File: config.mk
export PLATFORM = sky130hd
export DESIGN_NAME = gray_packer
export DESIGN_NICKNAME = d
export VERILOG_FILES = /design/src/rtl/gray_pkg.sv /design/src/rtl/gray_packer_obuf.sv /design/src/rtl/gray_packer.sv
export SDC_FILE = /design/constraint.sdc
export NUM_CORES = 1
export LEC_CHECK = 0
export ABC_AREA = 1
export CORE_MARGIN = 5
export CORE_UTILIZATION = 47
export CTS_CLUSTER_SIZE = 25
export DETAILED_ROUTE_END_ITERATION = 6
export DONT_BUFFER_PORTS = 1
export GPL_TIMING_DRIVEN = 0
export PLACE_DENSITY = 0.71
export SLEW_MARGIN = 30
export SYNTH_ARGS = -nofsm -noshare
export SYNTH_HDL_FRONTEND = slang
export SYNTH_SLANG_ARGS = --single-unit
File: constraint.sdc
create_clock -name clk_i -period 3.8 [get_ports clk_i]
set_input_delay 0.76 -clock clk_i [delete_from_list [all_inputs] [get_ports clk_i]]
set_output_delay 0.76 -clock clk_i [all_outputs]
set_load 0.01 [all_outputs]
File: src/rtl/gray_pkg.sv
// Shared pixel-format definitions for the gray image pipeline (rgb2gray, gray_packer).
package gray_pkg;

  // Default gray pixel width in bits.
  localparam int unsigned WIDTH_DEFAULT = 8;

  // Default number of pixels packed per output word.
  localparam int unsigned LANES_DEFAULT = 4;

  // One gray pixel at the default width.
  typedef logic [WIDTH_DEFAULT-1:0] gray_t;

endpackage : gray_pkg

File: src/rtl/gray_packer_obuf.sv
// Output holding register for gray_packer: keeps one packed word stable until
// the downstream side takes it.
//
// Ports:
//   clk_i, reset_i   clock, synchronous active-high reset
//   load_i           a word closes this cycle; capture data_i/keep_i/last_i
//   data_i/keep_i/last_i  the closing word
//   ready_i          downstream accepts the held word
//   valid_o/data_o/keep_o/last_o  registered output word
//   ready_o          upstream may hand over a pixel (combinational from ready_i)
module gray_packer_obuf
  import gray_pkg::*;
#(
  parameter int unsigned width_p = WIDTH_DEFAULT,
  parameter int unsigned lanes_p = LANES_DEFAULT
) (
  input  logic                       clk_i,
  input  logic                       reset_i,
  input  logic                       load_i,
  input  logic [width_p*lanes_p-1:0] data_i,
  input  logic [lanes_p-1:0]         keep_i,
  input  logic                       last_i,
  input  logic                       ready_i,
  output logic                       valid_o,
  output logic [width_p*lanes_p-1:0] data_o,
  output logic [lanes_p-1:0]         keep_o,
  output logic                       last_o,
  output logic                       ready_o
);

  localparam int unsigned DATA_W = width_p * lanes_p;

  logic              valid_q, valid_d;
  logic [DATA_W-1:0] data_q,  data_d;
  logic [lanes_p-1:0] keep_q, keep_d;
  logic              last_q,  last_d;

  // Free slot, or the held word leaves on this edge. Held low during reset.
  assign ready_o = !reset_i && (!valid_q || ready_i);

  // Next word: a close always wins, since it is only possible when ready_o=1.
  always_comb begin
    valid_d = valid_q;
    data_d  = data_q;
    keep_d  = keep_q;
    last_d  = last_q;
    if (load_i) begin
      valid_d = 1'b1;
      data_d  = data_i;
      keep_d  = keep_i;
      last_d  = last_i;
    end else if (valid_q && ready_i) begin
      valid_d = 1'b0;
    end
  end

  // Output register.
  always_ff @(posedge clk_i) begin
    if (reset_i) begin
      valid_q <= 1'b0;
      data_q  <= '0;
      keep_q  <= '0;
      last_q  <= 1'b0;
    end else begin
      valid_q <= valid_d;
      data_q  <= data_d;
      keep_q  <= keep_d;
      last_q  <= last_d;
    end
  end

  assign valid_o = valid_q;
  assign data_o  = data_q;
  assign keep_o  = keep_q;
  assign last_o  = last_q;

endmodule : gray_packer_obuf

File: src/rtl/gray_packer.sv
// Packs lanes_p gray pixels into one wide word (lane 0 = first pixel = LSBs).
// last_i closes a word early; the partial word carries a lane mask in keep_o.
//
// Ports:
//   clk_i, reset_i   clock, synchronous active-high reset
//   gray_i, last_i, valid_i, ready_o   pixel input handshake
//   data_o, keep_o, last_o, valid_o, ready_i   packed word output handshake
module gray_packer
  import gray_pkg::*;
#(
  parameter int unsigned width_p = WIDTH_DEFAULT,
  parameter int unsigned lanes_p = LANES_DEFAULT
) (
  input  logic                       clk_i,
  input  logic                       reset_i,
  input  logic [width_p-1:0]         gray_i,
  input  logic                       last_i,
  input  logic                       valid_i,
  output logic                       ready_o,
  output logic [width_p*lanes_p-1:0] data_o,
  output logic [lanes_p-1:0]         keep_o,
  output logic                       last_o,
  output logic                       valid_o,
  input  logic                       ready_i
);

  localparam int unsigned DATA_W = width_p * lanes_p;
  localparam int unsigned CNT_W  = $clog2(lanes_p);
  localparam logic [CNT_W-1:0] CNT_MAX = CNT_W'(lanes_p - 1);

  logic [CNT_W-1:0]   cnt_q, cnt_d;
  logic [DATA_W-1:0]  acc_q, acc_d;

  logic               accept_c;
  logic               close_c;
  logic [DATA_W-1:0]  word_c;
  logic [lanes_p-1:0] keep_c;

  assign accept_c = valid_i && ready_o;
  assign close_c  = accept_c && (last_i || (cnt_q == CNT_MAX));

  // Accumulator with the incoming pixel merged into lane cnt; lanes above cnt
  // are already zero because the accumulator clears on every close.
  always_comb begin
    word_c = acc_q;
    keep_c = '0;
    for (int unsigned k = 0; k < lanes_p; k++) begin
      if (CNT_W'(k) == cnt_q) begin
        word_c[k*width_p +: width_p] = gray_i;
      end
      if (CNT_W'(k) <= cnt_q) begin
        keep_c[k] = 1'b1;
      end
    end
  end

  // Lane counter and accumulator update.
  always_comb begin
    cnt_d = cnt_q;
    acc_d = acc_q;
    if (accept_c) begin
      if (close_c) begin
        cnt_d = '0;
        acc_d = '0;
      end else begin
        cnt_d = cnt_q + CNT_W'(1);
        acc_d = word_c;
      end
    end
  end

  // Accumulator state.
  always_ff @(posedge clk_i) begin
    if (reset_i) begin
      cnt_q <= '0;
      acc_q <= '0;
    end else begin
      cnt_q <= cnt_d;
      acc_q <= acc_d;
    end
  end

  // Output holding register.
  gray_packer_obuf #(
    .width_p (width_p),
    .lanes_p (lanes_p)
  ) u_obuf (
    .clk_i   (clk_i),
    .reset_i (reset_i),
    .load_i  (close_c),
    .data_i  (word_c),
    .keep_i  (keep_c),
    .last_i  (last_i),
    .ready_i (ready_i),
    .valid_o (valid_o),
    .data_o  (data_o),
    .keep_o  (keep_o),
    .last_o  (last_o),
    .ready_o (ready_o)
  );

endmodule : gray_packer

==> Word-level counts from Yosys, hierarchy flattened <==
Cells that the tools add are included.
{ "word_totals": {"reg_bits": 72, "in_bits": 13, "out_inout_bits": 39, "wordCells": 37} }
{ "op_classes": {"add_sub_neg": 1, "order_cmp": 4, "eq_ne": 4, "muxes": 12, "reduce_logical": 10} }
{ "op_table": {"columns": ["cell", "n"], "rows": [
  ["$mux 32", 1],
  ["$mux 8", 4],
  ["$mux 1", 6],
  ["$eq 2x2->1 const A", 2],
  ["$le 1x2->1 const A", 2],
  ["$le 2x2->1 const A", 2],
  ["$logic_and 1x1->1", 4],
  ["$add 2x1->2 const B", 1],
  ["$eq 1x2->1 const A", 1],
  ["$eq 2x2->1 const B", 1],
  ["$logic_not 1->1", 2],
  ["$logic_not 2->1", 1],
  ["$logic_or 1x1->1", 2],
  ["$mux 2", 1],
  ["$reduce_bool 2->1", 1]
]} }

==> Longest topological paths before layout <==
{ "depth": {"ltp_word": 6, "mapped_depth": 9, "mapped_depth_nobuf": 7} }

==> Hierarchy <==
A second synthesis with hierarchy kept.
{ "unflattened": {"hier_cells": 432, "area_unflattened_um2": 3084.2} }
{ "by_module_without_submodules": {"columns": ["module", "n_inst", "cells_each", "area_each_um2", "seq_area_each_um2"], "rows": [
  ["gray_packer", 1, 266, 1706.6, 680.7],
  ["gray_packer_obuf", 1, 166, 1377.6, 760.7]
]} }

==> Least setup slack after synthesis <==
OpenSTA, ideal clock, no wires.
{ "synth_path": {"path_type": "input to output", "startpoint": "input port reset_i", "endpoint": "output port ready_o", "arrival_time_ps": 1157, "required_ps": 3040, "setup_slack_ps": 1883, "stages": 2, "n_path_buf": 1, "path_cell_list": "clkbuf_1 > a21oi_1"} }
{ "synth_between": {"elab_chain_cells": 2} }
{ "synth_lines": {"columns": ["item", "line", "text"], "rows": [
  ["start, declared", "gray_packer.sv:15", "input logic reset_i,"],
  ["$logic_not 1->1", "gray_packer_obuf.sv:39", "assign ready_o = !reset_i && (!valid_q || ready_i);"],
  ["$logic_and 1x1->1", "gray_packer_obuf.sv:39", null],
  ["end, declared", "gray_packer.sv:19", "output logic ready_o,"]
]} }
No other way between the ends.

==> Worst setup path in the final report <==
Same ends and word-level chain as after synthesis.

==> summary.md <==
| Metric | Value |
|---|---|
| Max-cap violation count | `0` |
| R2R setup slack | `roughly 2000 ps` |
| Max clock buf depth | `2` |
| Share of layout cells above drive strength 1 | `0.0814` |
| Worst EP arrival | `roughly 1200 ps` |
| Setup_tns | `0 ps` |
| CP max-delay cell | `a21oi_1` |
| Yosys reg bits | `between 70 and 80` |
| Yosys top cell area share | `0.460` |
| Ant diodes | `0` |
| Ys async rst share | `0` |
| DRT Pass-1 Iters | `5` |
| Required @ worst endpoint | `3040 ps` |
| Post-CTS Hold Buffers | `0` |
| Row count | `29` |
| Synth cell types | `22` |
| Syn Inst Count | `approximately 460` |
| Post-synth top area cell | `dfxtp_1` |
| Crit. End Element | `output port` |
| Root buffer cell | `clkbuf_8` |
| Kind of critical path | `in -> out` |
| Routed length per instance | `roughly 14 microns` |
| Post-synthesis sequential area ratio | `0.460` |
| DRT Wirelength | `around 7700 microns` |
| Top cells by count, synth | `nor2_1 (125), nand2_1 (122), dfxtp_1 (72), o21ai_0 (37), inv_1 (30)` |
| FMAX | `around 500 MHz` |
| Final WS setup | `approximately 1800 ps` |
| Worst slew margin | `0.597` |
| Net Count, Synth | `just under 500` |
| Warnings, synthesis | `0` |
| Final #Nets | `a little under 500` |
| Largest net degree at the start of global routing | `13` |
| Starting DRC count in detailed routing | `261` |
| Initial antenna violation count | `0` |
| Clock Skews | `roughly 8.5 ps` |
| RSZ-0062 raised after global routing | `false` |
| Gr ovfl total | `0` |
| Class of the worst hold path | `reg -> reg` |
| Clock Pin Slew Worst Setup and Hold Paths | `around 80 ps` |
| H-tree depth | `3` |
| Vias in the first global route | `2545` |
| Final period util | `0.525` |
| Via count | `about 2900` |
| Number of synthesized flops with an enable pin | `0` |
| Crit path buf inv count | `1` |
| Num ports | `52` |
| Least-Margin Pin Slew | `605 ps` |
| Crit-path leading delay family | `compound AO/OA/AOI/OAI gates` |
| Chip Width | `~92 microns` |
| Clock Sinks | `72` |
| # DRC | `0` |
| Status | `complete, no violations` |
| Avg Inst Size Synth | `between 6 and 7 sq um` |
| Final hold vios | `0` |
| Vias per cell | `slightly above 5` |
| Ys flop type | `dfxtp_1` |
| Inserted Clock Buffers | `9` |
| Final min period | `between 1500 and 2000 ps` |
| Peak VDD IR | `a little under 0.2 mV` |
| Final setup fails | `0` |
| Worst-path cell chain | `clkbuf_1 > a21oi_1` |
| Setup repair bufs after CTS | `0` |
| Worst skew pair latency | `360 ps` |
| TritonCTS clock tree | `done` |
| Critical Path Max Stage Delay | `roughly 280 ps` |
| Core Area | `between 6000 and 7000 sq um` |
| GPL Wtd Cong | `~0.91` |
| First-pass GRT wire length | `between 10000 and 15000 microns` |
| Hpwl dp | `about 5600 microns` |
| Starting density of the core | `0.488` |
| Ranking of synthesized cells by area | `dfxtp_1 (46%), nor2_1 (15%), nand2_1 (15%), o21ai_0 (5.9%), inv_1 (3.6%)` |
| Post-route ant nets | `0` |
| Area Growth Syn to Fin | `9.38%` |
| Die area | `about 8400 sq um` |
| CP max FO | `10` |
| Final Max Slew Viols | `0` |
| Leak pwr | `about 1.6 nW` |
| Kind of start point of the critical path | `input port` |
| Die Ht | `91.7 microns` |
| Number of I/O port buffers | `0` |
| Tot Pwr | `approximately 0.0017 W` |
| Pwr/cell area | `between 400 and 500 nW/um^2` |
| CTS resizes | `0` |
| Pre-CTS WS | `between 1500 and 2000 ps` |
| Filler cell count | `644` |
| Synth Cell Area | `roughly 3100 sq um` |
| Most frequent cell after synthesis | `nor2_1` |
| Tot GR Track Use | `0.189` |
-- layer usage --
layer / share of wire / vias to the layer above / global-route usage
li1: - / 1450 / -
met5: 0 / - / 0
met4: 0.011 / 0 / 0.0528
met2: 0.45 / 110 / 0.294
met1: 0.46 / 1287 / 0.254
met3: 0.082 / 12 / 0.0565
-- flip-flops by register name, summed over array words and instances, names as in the netlist --
register        flops
u_obuf.keep_o       4
u_obuf.valid_o      1
u_obuf.last_o       1
acc_q              32
cnt_q               2
u_obuf.data_o      32
-- final timing paths --
| path | startpoint | to | cells after the start |
|---|---|---|---|
| setup reg to reg | cnt_q[1] | acc_q[5] | 7 |
| hold reg to reg | acc_q[27] | acc_q[27] | 2 |
| setup / recovery | reset_i | ready_o | 2 |
| hold / removal | acc_q[27] | acc_q[27] | 2 |
-- final cells by class --
class                           instances  area [sq um]  share of cell area
Sequential cell                        72          1440               0.420
Multi-Input combinational cell        331          1430               0.417
Clock buffer                           11           141              0.0412
Buffer                                 27           138              0.0401
Inverter                               33           126              0.0368
Tap cell                               77          96.3              0.0281
Clock inverter                          5          56.3              0.0164
-- metrics by stage --
step                      instance area (sq um)  std cells   util  hold slack (ps)
after floorplan                            3140        463      -              416
after global placement                     3230        540  0.503              424
after detailed placement                   3230        540  0.503              431
after CTS                                  3430        556  0.534              442
after global routing                       3430        556  0.534              456
final                                      3430        556  0.534              441
-- where the power goes --
| group | switching, W | leakage, nW | total (W) | internal, W |
|---|---|---|---|---|
| Combinational | 0.000142 | 0.869 | 0.000208 | 0.0000662 |
| Clock | 0.000295 | 0.0993 | 0.000615 | 0.000320 |
| Sequential | 0.0000350 | 0.589 | 0.000830 | 0.000795 |
-- cells by family (layout without fill, tap and decap cells) --
group,count (synthesis),count (layout),synth area share
fa+ha+maj,5,5,0.0200
simple gates,267,267,0.342
flops,72,72,0.460
compound gates,59,59,0.0942
buf+inv,60,76,0.0842
-- cells in the final DEF (no fill, tap or decap) --
cell          n
clkinvlp_4    1
dfxtp_1      72
clkinv_2      2
clkinv_4      1
nor3_1        8
nand3_1       5
buf_2        11
o21ai_0      37
nand3_4       1
inv_2         2
bufinv_16     1
buf_4         4
nor2_1      125
nand4_1       2
inv_4         1
nand4_4       1
buf_1         3
buf_6         1
clkbuf_1      9
inv_1        30
clkbuf_8     10
nand2_1     122
nand2_2       1
a21oi_1       7
o21ai_1      15
ha_1          5
nor2_4        2
-- tightest hold or removal path, delay by kind of cell, from the launching register on --
family | cells | cell delay [ps]
flip-flops | 1 | 300
buffers and inverters | 1 | 60
AND/OR/NAND/NOR | 1 | 50
Power figures use the tool's default switching activity.
